[src/rtl/vip_axis_host_if.sv]
// -----------------------------------------------------------------------------
// vip_axis_host_if
//   Bundles the two AXI-Stream channels between the host model and the VIP:
//   h2c (host -> VIP) and c2h (VIP -> host).
//
//   Signals (names kept identical to the VIP's XDMA-style port names):
//     m_axis_h2c_tdata_0  / tlast / tvalid / tkeep : driven by the host
//     m_axis_h2c_tready_0                          : driven by the VIP
//     s_axis_c2h_tdata_0  / tlast / tvalid / tkeep : driven by the VIP
//     s_axis_c2h_tready_0                          : driven by the host
//
//   Modports:
//     master : host side (vip_axis_host)
//     slave  : VIP side (or a testbench standing in for it)
// -----------------------------------------------------------------------------
interface vip_axis_host_if #(
  parameter int C_DATA_WIDTH = 64
);
  // h2c channel
  logic [C_DATA_WIDTH-1:0]   m_axis_h2c_tdata_0;
  logic                      m_axis_h2c_tlast_0;
  logic                      m_axis_h2c_tvalid_0;
  logic                      m_axis_h2c_tready_0;
  logic [C_DATA_WIDTH/8-1:0] m_axis_h2c_tkeep_0;

  // c2h channel
  logic [C_DATA_WIDTH-1:0]   s_axis_c2h_tdata_0;
  logic                      s_axis_c2h_tlast_0;
  logic                      s_axis_c2h_tvalid_0;
  logic                      s_axis_c2h_tready_0;
  logic [C_DATA_WIDTH/8-1:0] s_axis_c2h_tkeep_0;

  modport master (
    output m_axis_h2c_tdata_0,
    output m_axis_h2c_tlast_0,
    output m_axis_h2c_tvalid_0,
    input  m_axis_h2c_tready_0,
    output m_axis_h2c_tkeep_0,
    input  s_axis_c2h_tdata_0,
    input  s_axis_c2h_tlast_0,
    input  s_axis_c2h_tvalid_0,
    output s_axis_c2h_tready_0,
    input  s_axis_c2h_tkeep_0
  );

  modport slave (
    input  m_axis_h2c_tdata_0,
    input  m_axis_h2c_tlast_0,
    input  m_axis_h2c_tvalid_0,
    output m_axis_h2c_tready_0,
    input  m_axis_h2c_tkeep_0,
    output s_axis_c2h_tdata_0,
    output s_axis_c2h_tlast_0,
    output s_axis_c2h_tvalid_0,
    input  s_axis_c2h_tready_0,
    output s_axis_c2h_tkeep_0
  );
endinterface

[src/rtl/vip_axis_host.sv]
// -----------------------------------------------------------------------------
// vip_axis_host
//   Host-side counterpart of the AXI-Stream VIP, used for on-chip loopback and
//   self-test without XDMA or host software.
//
//   One stimulus vector is taken on the start handshake and sent as an h2c
//   packet, most significant beat first, with tlast on the final beat. The
//   c2h response packet is then collected (first beat ends up in the most
//   significant position) into one result vector, together with a framing
//   error flag and the response latency.
//
//   Ports:
//     axi_clk, axi_aresetn        : clock, asynchronous active-low reset
//     start_valid/ready/data      : stimulus handshake, XDMA_TRANSFER_SIZE_IN bits
//     axis (master modport)       : h2c output stream, c2h input stream
//     result_valid/ready          : result handshake
//     result_data                 : collected response, XDMA_TRANSFER_SIZE_OUT bits
//     result_err                  : c2h packet too short (early tlast) or too
//                                   long (tlast missing on the final beat)
//     result_latency              : clock edges from the last h2c handshake to
//                                   the first c2h handshake, saturating
// -----------------------------------------------------------------------------
module vip_axis_host #(
  parameter int C_DATA_WIDTH           = 64,
  parameter int XDMA_TRANSFER_SIZE_IN  = 128,
  parameter int XDMA_TRANSFER_SIZE_OUT = 128
) (
  input  logic                              axi_clk,
  input  logic                              axi_aresetn,

  input  logic                              start_valid,
  output logic                              start_ready,
  input  logic [XDMA_TRANSFER_SIZE_IN-1:0]  start_data,

  vip_axis_host_if.master                   axis,

  output logic                              result_valid,
  input  logic                              result_ready,
  output logic [XDMA_TRANSFER_SIZE_OUT-1:0] result_data,
  output logic                              result_err,
  output logic [31:0]                       result_latency
);

  localparam int CW    = C_DATA_WIDTH;
  localparam int IN_W  = XDMA_TRANSFER_SIZE_IN;
  localparam int OUT_W = XDMA_TRANSFER_SIZE_OUT;
  localparam int N_IN  = IN_W / CW;
  localparam int N_OUT = OUT_W / CW;

  // Beat counters only need to reach N-1.
  localparam int TXC_W = (N_IN  > 1) ? $clog2(N_IN)  : 1;
  localparam int RXC_W = (N_OUT > 1) ? $clog2(N_OUT) : 1;

  localparam logic [TXC_W-1:0] TX_LAST_IDX = TXC_W'(N_IN - 1);
  localparam logic [RXC_W-1:0] RX_LAST_IDX = RXC_W'(N_OUT - 1);

  // ---------------------------------------------------------------------------
  // Parameter sanity: the vectors must be whole numbers of beats.
  // ---------------------------------------------------------------------------
  if ((IN_W % CW) != 0 || IN_W < CW) begin : g_bad_in_width
    $error("vip_axis_host: XDMA_TRANSFER_SIZE_IN must be a non-zero multiple of C_DATA_WIDTH");
  end
  if ((OUT_W % CW) != 0 || OUT_W < CW) begin : g_bad_out_width
    $error("vip_axis_host: XDMA_TRANSFER_SIZE_OUT must be a non-zero multiple of C_DATA_WIDTH");
  end

  // ---------------------------------------------------------------------------
  // State
  // ---------------------------------------------------------------------------
  typedef enum logic [2:0] {
    IDLE  = 3'd0,
    SEND  = 3'd1,
    RECV  = 3'd2,
    DRAIN = 3'd3,
    DONE  = 3'd4
  } state_t;

  state_t             state_reg;
  logic [IN_W-1:0]    tx_shift_reg;
  logic [TXC_W-1:0]   tx_cnt_reg;
  logic [OUT_W-1:0]   rx_shift_reg;
  logic [RXC_W-1:0]   rx_cnt_reg;
  logic               err_reg;
  logic [31:0]        latency_reg;
  logic               latency_frozen_reg;

  // ---------------------------------------------------------------------------
  // Handshake and helper terms
  // ---------------------------------------------------------------------------
  logic             h2c_fire;
  logic             h2c_last_beat;
  logic             c2h_fire;
  logic             rx_final_beat;
  logic [OUT_W-1:0] rx_shift_next;
  logic [31:0]      latency_inc;

  assign h2c_last_beat = (tx_cnt_reg == TX_LAST_IDX);
  assign h2c_fire      = (state_reg == SEND) && axis.m_axis_h2c_tready_0;
  assign c2h_fire      = axis.s_axis_c2h_tvalid_0 && axis.s_axis_c2h_tready_0;
  assign rx_final_beat = (rx_cnt_reg == RX_LAST_IDX);

  // Saturating increment so a response that never arrives does not wrap.
  assign latency_inc = (latency_reg == 32'hFFFF_FFFF) ? latency_reg
                                                     : latency_reg + 32'd1;

  // New c2h beat enters at the LSB end; with a single-beat result the
  // register is simply replaced.
  if (N_OUT > 1) begin : g_rx_wide
    assign rx_shift_next = {rx_shift_reg[OUT_W-CW-1:0], axis.s_axis_c2h_tdata_0};
  end else begin : g_rx_narrow
    assign rx_shift_next = axis.s_axis_c2h_tdata_0;
  end

  // ---------------------------------------------------------------------------
  // FSM and datapath registers
  // ---------------------------------------------------------------------------
  always_ff @(posedge axi_clk or negedge axi_aresetn) begin
    if (!axi_aresetn) begin
      state_reg          <= IDLE;
      tx_shift_reg       <= '0;
      tx_cnt_reg         <= '0;
      rx_shift_reg       <= '0;
      rx_cnt_reg         <= '0;
      err_reg            <= 1'b0;
      latency_reg        <= '0;
      latency_frozen_reg <= 1'b0;
    end else begin
      case (state_reg)
        IDLE: begin
          if (start_valid) begin
            tx_shift_reg <= start_data;
            tx_cnt_reg   <= '0;
            state_reg    <= SEND;
          end
        end

        SEND: begin
          if (h2c_fire) begin
            // Next beat always sits in the top CW bits.
            tx_shift_reg <= tx_shift_reg << CW;
            tx_cnt_reg   <= tx_cnt_reg + TXC_W'(1);
            if (h2c_last_beat) begin
              // Arm the receive side; the latency count starts here.
              state_reg          <= RECV;
              rx_cnt_reg         <= '0;
              rx_shift_reg       <= '0;
              err_reg            <= 1'b0;
              latency_reg        <= '0;
              latency_frozen_reg <= 1'b0;
            end
          end
        end

        RECV: begin
          // Count every edge up to and including the first c2h handshake.
          if (!latency_frozen_reg) begin
            latency_reg <= latency_inc;
            if (c2h_fire) begin
              latency_frozen_reg <= 1'b1;
            end
          end
          if (c2h_fire) begin
            rx_shift_reg <= rx_shift_next;
            rx_cnt_reg   <= rx_cnt_reg + RXC_W'(1);
            if (axis.s_axis_c2h_tlast_0) begin
              // Early tlast leaves zeros in the untouched upper beats.
              err_reg   <= !rx_final_beat;
              state_reg <= DONE;
            end else if (rx_final_beat) begin
              // Packet longer than the result: keep what we have, drop the rest.
              err_reg   <= 1'b1;
              state_reg <= DRAIN;
            end
          end
        end

        DRAIN: begin
          if (c2h_fire && axis.s_axis_c2h_tlast_0) begin
            state_reg <= DONE;
          end
        end

        DONE: begin
          if (result_ready) begin
            state_reg <= IDLE;
          end
        end

        default: begin
          state_reg <= IDLE;
        end
      endcase
    end
  end

  // ---------------------------------------------------------------------------
  // Outputs, decoded from registered state only (no input-to-output paths on
  // the streams, so tvalid/tdata/tlast hold while stalled).
  // ---------------------------------------------------------------------------
  // start_ready is gated by the reset input so that it reads 0 while reset is
  // held even though the state register already sits in IDLE.
  assign start_ready = (state_reg == IDLE) && axi_aresetn;

  assign axis.m_axis_h2c_tvalid_0 = (state_reg == SEND);
  assign axis.m_axis_h2c_tdata_0  = tx_shift_reg[IN_W-1 -: CW];
  assign axis.m_axis_h2c_tlast_0  = (state_reg == SEND) && h2c_last_beat;
  assign axis.m_axis_h2c_tkeep_0  = '1;

  assign axis.s_axis_c2h_tready_0 = (state_reg == RECV) || (state_reg == DRAIN);

  assign result_valid   = (state_reg == DONE);
  assign result_data    = rx_shift_reg;
  assign result_err     = err_reg;
  assign result_latency = latency_reg;

  // c2h tkeep carries no information for this block.
  logic unused_c2h_tkeep;
  assign unused_c2h_tkeep = ^axis.s_axis_c2h_tkeep_0;

endmodule

[src/flat_wrapper.sv]
// flat-port wrapper written by rule: the top's interface ports become plain ports
module vip_axis_host_flat 
#(
  parameter int C_DATA_WIDTH           = 64,
  parameter int XDMA_TRANSFER_SIZE_IN  = 128,
  parameter int XDMA_TRANSFER_SIZE_OUT = 128
)
  (axi_clk, axi_aresetn, start_valid, start_ready, start_data, result_valid, result_ready, result_data, result_err, result_latency, axis_m_axis_h2c_tdata_0, axis_m_axis_h2c_tlast_0, axis_m_axis_h2c_tvalid_0, axis_m_axis_h2c_tready_0, axis_m_axis_h2c_tkeep_0, axis_s_axis_c2h_tdata_0, axis_s_axis_c2h_tlast_0, axis_s_axis_c2h_tvalid_0, axis_s_axis_c2h_tready_0, axis_s_axis_c2h_tkeep_0);
  vip_axis_host_if #(.C_DATA_WIDTH(C_DATA_WIDTH)) axis_i ();
  input  logic axi_clk;
  input  logic axi_aresetn;
  input  logic start_valid;
  output logic start_ready;
  input  logic [XDMA_TRANSFER_SIZE_IN-1:0] start_data;
  output logic result_valid;
  input  logic result_ready;
  output logic [XDMA_TRANSFER_SIZE_OUT-1:0] result_data;
  output logic result_err;
  output logic [31:0] result_latency;
  output wire logic [$bits(axis_i.m_axis_h2c_tdata_0)-1:0] axis_m_axis_h2c_tdata_0;
  output wire logic [$bits(axis_i.m_axis_h2c_tlast_0)-1:0] axis_m_axis_h2c_tlast_0;
  output wire logic [$bits(axis_i.m_axis_h2c_tvalid_0)-1:0] axis_m_axis_h2c_tvalid_0;
  input wire logic [$bits(axis_i.m_axis_h2c_tready_0)-1:0] axis_m_axis_h2c_tready_0;
  output wire logic [$bits(axis_i.m_axis_h2c_tkeep_0)-1:0] axis_m_axis_h2c_tkeep_0;
  input wire logic [$bits(axis_i.s_axis_c2h_tdata_0)-1:0] axis_s_axis_c2h_tdata_0;
  input wire logic [$bits(axis_i.s_axis_c2h_tlast_0)-1:0] axis_s_axis_c2h_tlast_0;
  input wire logic [$bits(axis_i.s_axis_c2h_tvalid_0)-1:0] axis_s_axis_c2h_tvalid_0;
  output wire logic [$bits(axis_i.s_axis_c2h_tready_0)-1:0] axis_s_axis_c2h_tready_0;
  input wire logic [$bits(axis_i.s_axis_c2h_tkeep_0)-1:0] axis_s_axis_c2h_tkeep_0;
  assign axis_m_axis_h2c_tdata_0 = axis_i.m_axis_h2c_tdata_0;
  assign axis_m_axis_h2c_tlast_0 = axis_i.m_axis_h2c_tlast_0;
  assign axis_m_axis_h2c_tvalid_0 = axis_i.m_axis_h2c_tvalid_0;
  assign axis_i.m_axis_h2c_tready_0 = axis_m_axis_h2c_tready_0;
  assign axis_m_axis_h2c_tkeep_0 = axis_i.m_axis_h2c_tkeep_0;
  assign axis_i.s_axis_c2h_tdata_0 = axis_s_axis_c2h_tdata_0;
  assign axis_i.s_axis_c2h_tlast_0 = axis_s_axis_c2h_tlast_0;
  assign axis_i.s_axis_c2h_tvalid_0 = axis_s_axis_c2h_tvalid_0;
  assign axis_s_axis_c2h_tready_0 = axis_i.s_axis_c2h_tready_0;
  assign axis_i.s_axis_c2h_tkeep_0 = axis_s_axis_c2h_tkeep_0;
  vip_axis_host #(.C_DATA_WIDTH(C_DATA_WIDTH), .XDMA_TRANSFER_SIZE_IN(XDMA_TRANSFER_SIZE_IN), .XDMA_TRANSFER_SIZE_OUT(XDMA_TRANSFER_SIZE_OUT)) u_core (.axi_clk(axi_clk), .axi_aresetn(axi_aresetn), .start_valid(start_valid), .start_ready(start_ready), .start_data(start_data), .axis(axis_i), .result_valid(result_valid), .result_ready(result_ready), .result_data(result_data), .result_err(result_err), .result_latency(result_latency));
endmodule
[config.mk]
export PLATFORM = sky130hd
export DESIGN_NAME = vip_axis_host_flat
export DESIGN_NICKNAME = d
export VERILOG_FILES = /design/src/rtl/vip_axis_host_if.sv /design/src/rtl/vip_axis_host.sv /design/src/flat_wrapper.sv
export SDC_FILE = /design/constraint.sdc
export NUM_CORES = 1
export LEC_CHECK = 0
export BUFFER_PORTS_ARGS = -buffer_cell sky130_fd_sc_hd__buf_4
export CORE_UTILIZATION = 45
export CTS_CLUSTER_DIAMETER = 50
export DETAILED_ROUTE_END_ITERATION = 10
export PLACE_DENSITY = 0.73
export SLEW_MARGIN = 30
export SYNTH_ARGS = -nofsm -noshare
export SYNTH_HDL_FRONTEND = slang
export SYNTH_SLANG_ARGS = --single-unit
[constraint.sdc]
create_clock -name axi_clk -period 2.3 [get_ports axi_clk]
set_clock_uncertainty 0.15 [all_clocks]
set_input_delay 0.23 -clock axi_clk [delete_from_list [all_inputs] [get_ports axi_clk]]
set_output_delay 0.23 -clock axi_clk [all_outputs]
set_load 0.05 [all_outputs]
## Yosys cells after proc, flatten, opt, wreduce, memory -nomap -nowiden

Index checks and enable logic that the tools add are counted.

| storage, ports and cells | value |
|---|---|
| memories | 0 |
| bits in latches | 0 |
| ROM bits | 0 |
| input port bits | 207 |
| register bits after elaboration | 295 |
| memory bits (writable) | 0 |
| output and inout bits | 238 |
| word-level logic and storage cells | 76 |

| cells by class | value |
|---|---|
| reductions and logical operators | 16 |
| shifts and indexed selects | 0 |
| divide/modulo/power cells | 0 |
| equal/unequal tests | 14 |
| $add $sub $neg | 3 |
| multiply operators | 0 |
| magnitude comparators | 0 |
| mux-type cells | 35 |
| bitwise logic cells | 0 |

Operators by type and width:

| operator | number |
|---|---|
| $mux 128 | 5 |
| $pmux 128 s2 | 2 |
| $mux 32 | 4 |
| $pmux 32 s2 | 1 |
| $add 32x1->32 const B | 1 |
| $eq 32x32->1 const B | 1 |
| $mux 3 | 8 |
| $pmux 3 s5 | 1 |
| $mux 1 | 10 |
| $ne 2x1->1 const B | 5 |
| $reduce_and 5->1 | 2 |
| $pmux 1 s2 | 4 |
| $reduce_and 7->1 | 1 |
| $eq 3x2->1 const B | 2 |
| $ne 2x2->1 const B | 3 |
| $reduce_and 3->1 | 2 |
| $logic_and 1x1->1 | 5 |
| $reduce_and 4->1 | 1 |
| $reduce_bool 2->1 | 2 |
| $eq 3x1->1 const B | 1 |
| $eq 3x3->1 const B | 1 |
| $logic_not 3->1 | 1 |
| $ne 3x2->1 const B | 1 |
| $add 1x1->1 const B | 2 |
| 2 further kinds | 2 |

## Depth between registers and ports, before layout

| logic depth | value |
|---|---|
| depth after elaboration | 6 |
| mapped depth | 10 |

## Worst setup path before layout

Ideal clock, no wire load.

| timing | value |
|---|---|
| kind | register to register |
| from | register u_core.state_reg[1] |
| to | register u_core.latency_reg[28] (netlist: u_core.result_latency[28]) |
| slack | -0.397 ns |
| cell stages (with the launch flop) | 7 |
| arrival | 2.423 ns |
| data required time | 2.026 ns |
| library setup time | 0.124 ns |
| cells stage by stage | dfrtp_1 > nor2b_1 > nand2b_1 > a311oi_4 > buf_4 > nor2_1 > a211o_1 |

| between the ends | value |
|---|---|
| cells in the longest elaborated chain, start to end | 4 |
| elaborated cells on any way between the ends | 10 |
| those cells by class | eq/ne: 6; mux: 1; reduce/logical: 3 |

Ends and longest elaborated chain:

| item | line | text |
|---|---|---|
| from (decl) | vip_axis_host.sv:78 | `state_t state_reg;` |
| from (signal assigned) | vip_axis_host.sv:119 | `state_reg <= IDLE;` |
| from (signal assigned) | vip_axis_host.sv:133 | `state_reg <= SEND;` |
| from (signal assigned) | vip_axis_host.sv:144 | `state_reg <= RECV;` |
| $eq 3x1->1 | vip_axis_host.sv:98, vip_axis_host.sv:128 |  |
| $logic_and 1x1->1 | vip_axis_host.sv:98 | `assign h2c_fire = (state_reg == SEND) && axis.m_axis_h2c_tready_0;` |
| $ne 2x1->1 (no line) | -- |  |
| $reduce_and 5->1 (no line) | -- |  |
| to (signal assigned) | vip_axis_host.sv:157 | `latency_reg <= latency_inc;` |
| to (decl) | vip_axis_host.sv:84 | `logic [31:0] latency_reg;` |

Several ways; a longest one is shown, not always the timed one.
A chain may end at the register's enable or synchronous reset.

## Worst setup path in the final report

| timing | value |
|---|---|
| from | register u_core.latency_reg[19] (netlist: u_core.result_latency[19]) |
| to | register u_core.latency_reg[12] (netlist: u_core.result_latency[12]) |

| between the ends | value |
|---|---|
| cells in the longest elaborated chain, start to end | 3 |

Ends and longest elaborated chain:

| item | line | text |
|---|---|---|
| $eq 32x32->1 | vip_axis_host.sv:103 | `assign latency_inc = (latency_reg == 32'hFFFF_FFFF) ? latency_reg` |
| $ne 2x2->1 (no line) | -- |  |
| $reduce_and 5->1 (no line) | -- |  |

No other way between the ends.

==> reports/qor.csv <==
stage,metric,value,unit
outcome,run status,completed,
cells_and_area,Fillers,1910,
synthesis,Post-Syn Instances,1305,
job,maxcap violations,0,
pwr,pwr dens,1430,nW/um^2
cells_and_area,multi-input logic area,4720,sq um
clocking,CTS H-tree lvls,2,
worst_setup_path,"Req. time, crit path",2540,ps
worst_setup_path,"Max FO, Critical Path",16,
cells_and_area,"commonest cells after routing, fill and taps aside","buf_4 (464), nand2_1 (347), dfrtp_1 (277), dlygate4sd3_1 (199), o21ai_0 (171)",
timing,f_max,454,MHz
pwr,Static Leak,9.46,nW
worst_hold_path,worst hold-check path type,in2async,
drt,Routed met2 length,21000,microns
global_routing,pin count of the biggest net entering global routing,100,
drt,via count,11900,
global_routing,grt ovf,0,
worst_setup_path,nature of the critical path endpoint,register,
timing,Tcrit/Tclk final,0.957,
clocking,Clock transition at path regs,60,ps
timing,minimum clock period,2200,ps
clocking,CTS Sinks,295,
place,RD Place Congestion,0.817,
drt,Post-DRT Antenna Nets,0,
cells_and_area,layout cells sized above 1,0.307,
floorplan,I/O pin cnt,445,
global_routing,first-pass GRT wire length,63000,microns
floorplan,die area,29600,sq um
timing,final setup fails,0,
floorplan,Initial Util,0.463,
synthesis,Post-synth EDFFs,0,
drt,routed vias/inst,5.22,
synthesis,predominant post-synthesis flop cell,dfrtp_1,
timing,relative slew slack,0.618,
drt,Starting DRT DRC Count,794,
drt,DR pass1 iterations,5,
drt,top sig layer,met4,
pwr,Pwr Total,28.2,mW
synthesis,Netlist Area Pre-Place,13000,sq um
drt,met3 WL post-DR,2660,microns
timing,Final Max Slew Viols,0,
worst_setup_path,WP data arrival,2440,ps
floorplan,Die Y,172,microns
floorplan,Die X,172,microns
synthesis,Yosys warnings,0,
cells_and_area,nets@finish,2075,
global_routing,GR Util All Layers,0.273,
worst_setup_path,critical path class,reg2reg,
synthesis,synth unique cells,51,
timing,RSZ-0062 raised after global routing,no,
clocking,clk root buf,clkbuf_16,
drt,Routed WL,42200,microns
timing,total negative slack,0,ps
drt,DRT met1 WL,16400,microns
synthesis,Synth top area share,0.568,
clocking,CTS buffer count,37,
synthesis,Mean Syn Cell Area,9.96,sq um
clocking,Max Root-Sink Buffers,3,
global_routing,initial antenna violation count,2,
cells_and_area,FF+latch area,7400,sq um
drt,WL/cell,18.6,microns
place,number of port buffers,428,
cells_and_area,P&R area growth vs syn,52.4,%
floorplan,Core Region,28100,sq um
synthesis,"Seq/Total Area, Yosys",0.568,
clocking,CTS tree,yes,
floorplan,std cell rows,61,
global_routing,vias in the first global route,11800,
place,Final HPWL DP,25700,microns
timing,Least-Margin Pin Slew,572,ps
worst_setup_path,Critical Path Start Type,register,
synthesis,Area contributors post-synth,"dfrtp_1 (57%), nand2_1 (10%), o21ai_0 (6.6%), mux2i_1 (5.7%), a22o_1 (4.7%)",
synthesis,dominant cell type by area after synthesis,dfrtp_1,
synthesis,#FFs+latches synth,295,
timing,Fin. Hold Viols,0,
clocking,Skew-Pair Late Insertion Delay,500,ps
pwr,VDD IR-drop max,0.862,mV
cells_and_area,"leading cell type in the layout, fill and taps excluded",buf_4,
drt,DRC Markers,0,
synthesis,"FFs w/ async S/R, synth",1.00,
[per-stage QoR]
stage	hold WS [ps]	instances	cell area, sq um	utilization	setup WS, ps
after CTS	63.3	2266	19700	0.703	16.1
after floorplan	-216	1312	13100	-	3.07
final	42.1	2276	19800	0.705	99.5
after detailed placement	2.39	1998	16400	0.583	28.9
after global routing	66.7	2273	19800	0.705	8.65
after global placement	1.75	1998	16400	0.583	124
[critical path, cell delays in order, from the launching register on]
cell	delay [ps]
dfrtp_1	420
and4_1	250
and4b_1	260
a311oi_4	380
buf_4	280
o22ai_1	100
a22o_1	230
[cells by family after synthesis]
kind of cell	count (synthesis)	synth area share
other cells	1	0.000289
fa+ha+maj	1	0.000963
buf+inv	171	0.0761
simple gates	429	0.139
compound gates	332	0.157
mux	76	0.0587
flops	295	0.568
[power breakdown]
group / internal, mW / switching (mW) / total [mW]
Combinational: 4.50 / 9.17 / 13.7
Sequential: 7.03 / 1.37 / 8.40
Clock: 3.89 / 2.28 / 6.17
Total: 15.4 / 12.8 / 28.2
[synthesized netlist by cell type, types with 9 or more instances]
| master | n |
|---|---|
| a21oi_1 | 11 |
| a22o_1 | 70 |
| a31oi_1 | 11 |
| buf_2 | 25 |
| buf_4 | 76 |
| clkbuf_1 | 60 |
| dfrtp_1 | 295 |
| mux2i_1 | 74 |
| nand2_1 | 348 |
| nand3_1 | 18 |
| nor2_1 | 9 |
| nor3_1 | 14 |
| o21ai_0 | 171 |
| o21ai_1 | 43 |
[final timing paths]
| check | start | to | cells past startpoint | slack [ps] |
|---|---|---|---|---|
| worst max-delay path | u_core.result_latency[19] | u_core.result_latency[12] | 6 | 100 |
| worst min-delay path | axi_aresetn | u_core.result_data[28] | 2 | 40 |
| worst max register to register | u_core.result_latency[19] | u_core.result_latency[12] | 6 | 100 |
| worst min register to register | u_core.tx_shift_reg[124] | u_core.tx_shift_reg[124] | 2 | 330 |
| max in group asynchronous | axi_aresetn | u_core.tx_shift_reg[48] | 3 | 1030 |
| min in group axi_clk | u_core.tx_shift_reg[124] | u_core.tx_shift_reg[124] | 2 | 330 |
[routing by layer]
metal	track usage	vias to the layer above
met1	0.324	5723
met2	0.465	487
met5	0	-
met4	0.147	0
li1	-	5536
met3	0.0561	129
[what timing repair did]
item | 4_1_cts | 5_1_grt
buffers inserted | 3 | 5
hold buffers | 199 | 0
cloned | 1 | 0
pin swaps | 1 | 1
resized for setup | 2 | 1
endpoints found under the setup margin | 2 | 9
hold endpoints to repair | 482 | 0
[final cells by class]
| class | instances | area share |
|---|---|---|
| flip-flops and latches | 295 | 0.374 |
| multi-input cells | 846 | 0.238 |
| inverters | 5 | 0.000948 |
| clock buffers | 48 | 0.0524 |
| clock inverters | 17 | 0.0136 |
| repair buffers | 682 | 0.296 |
| well taps | 378 | 0.0239 |
| diodes | 5 | 0.000632 |
No activity file was read; power rests on OpenSTA's default activity.
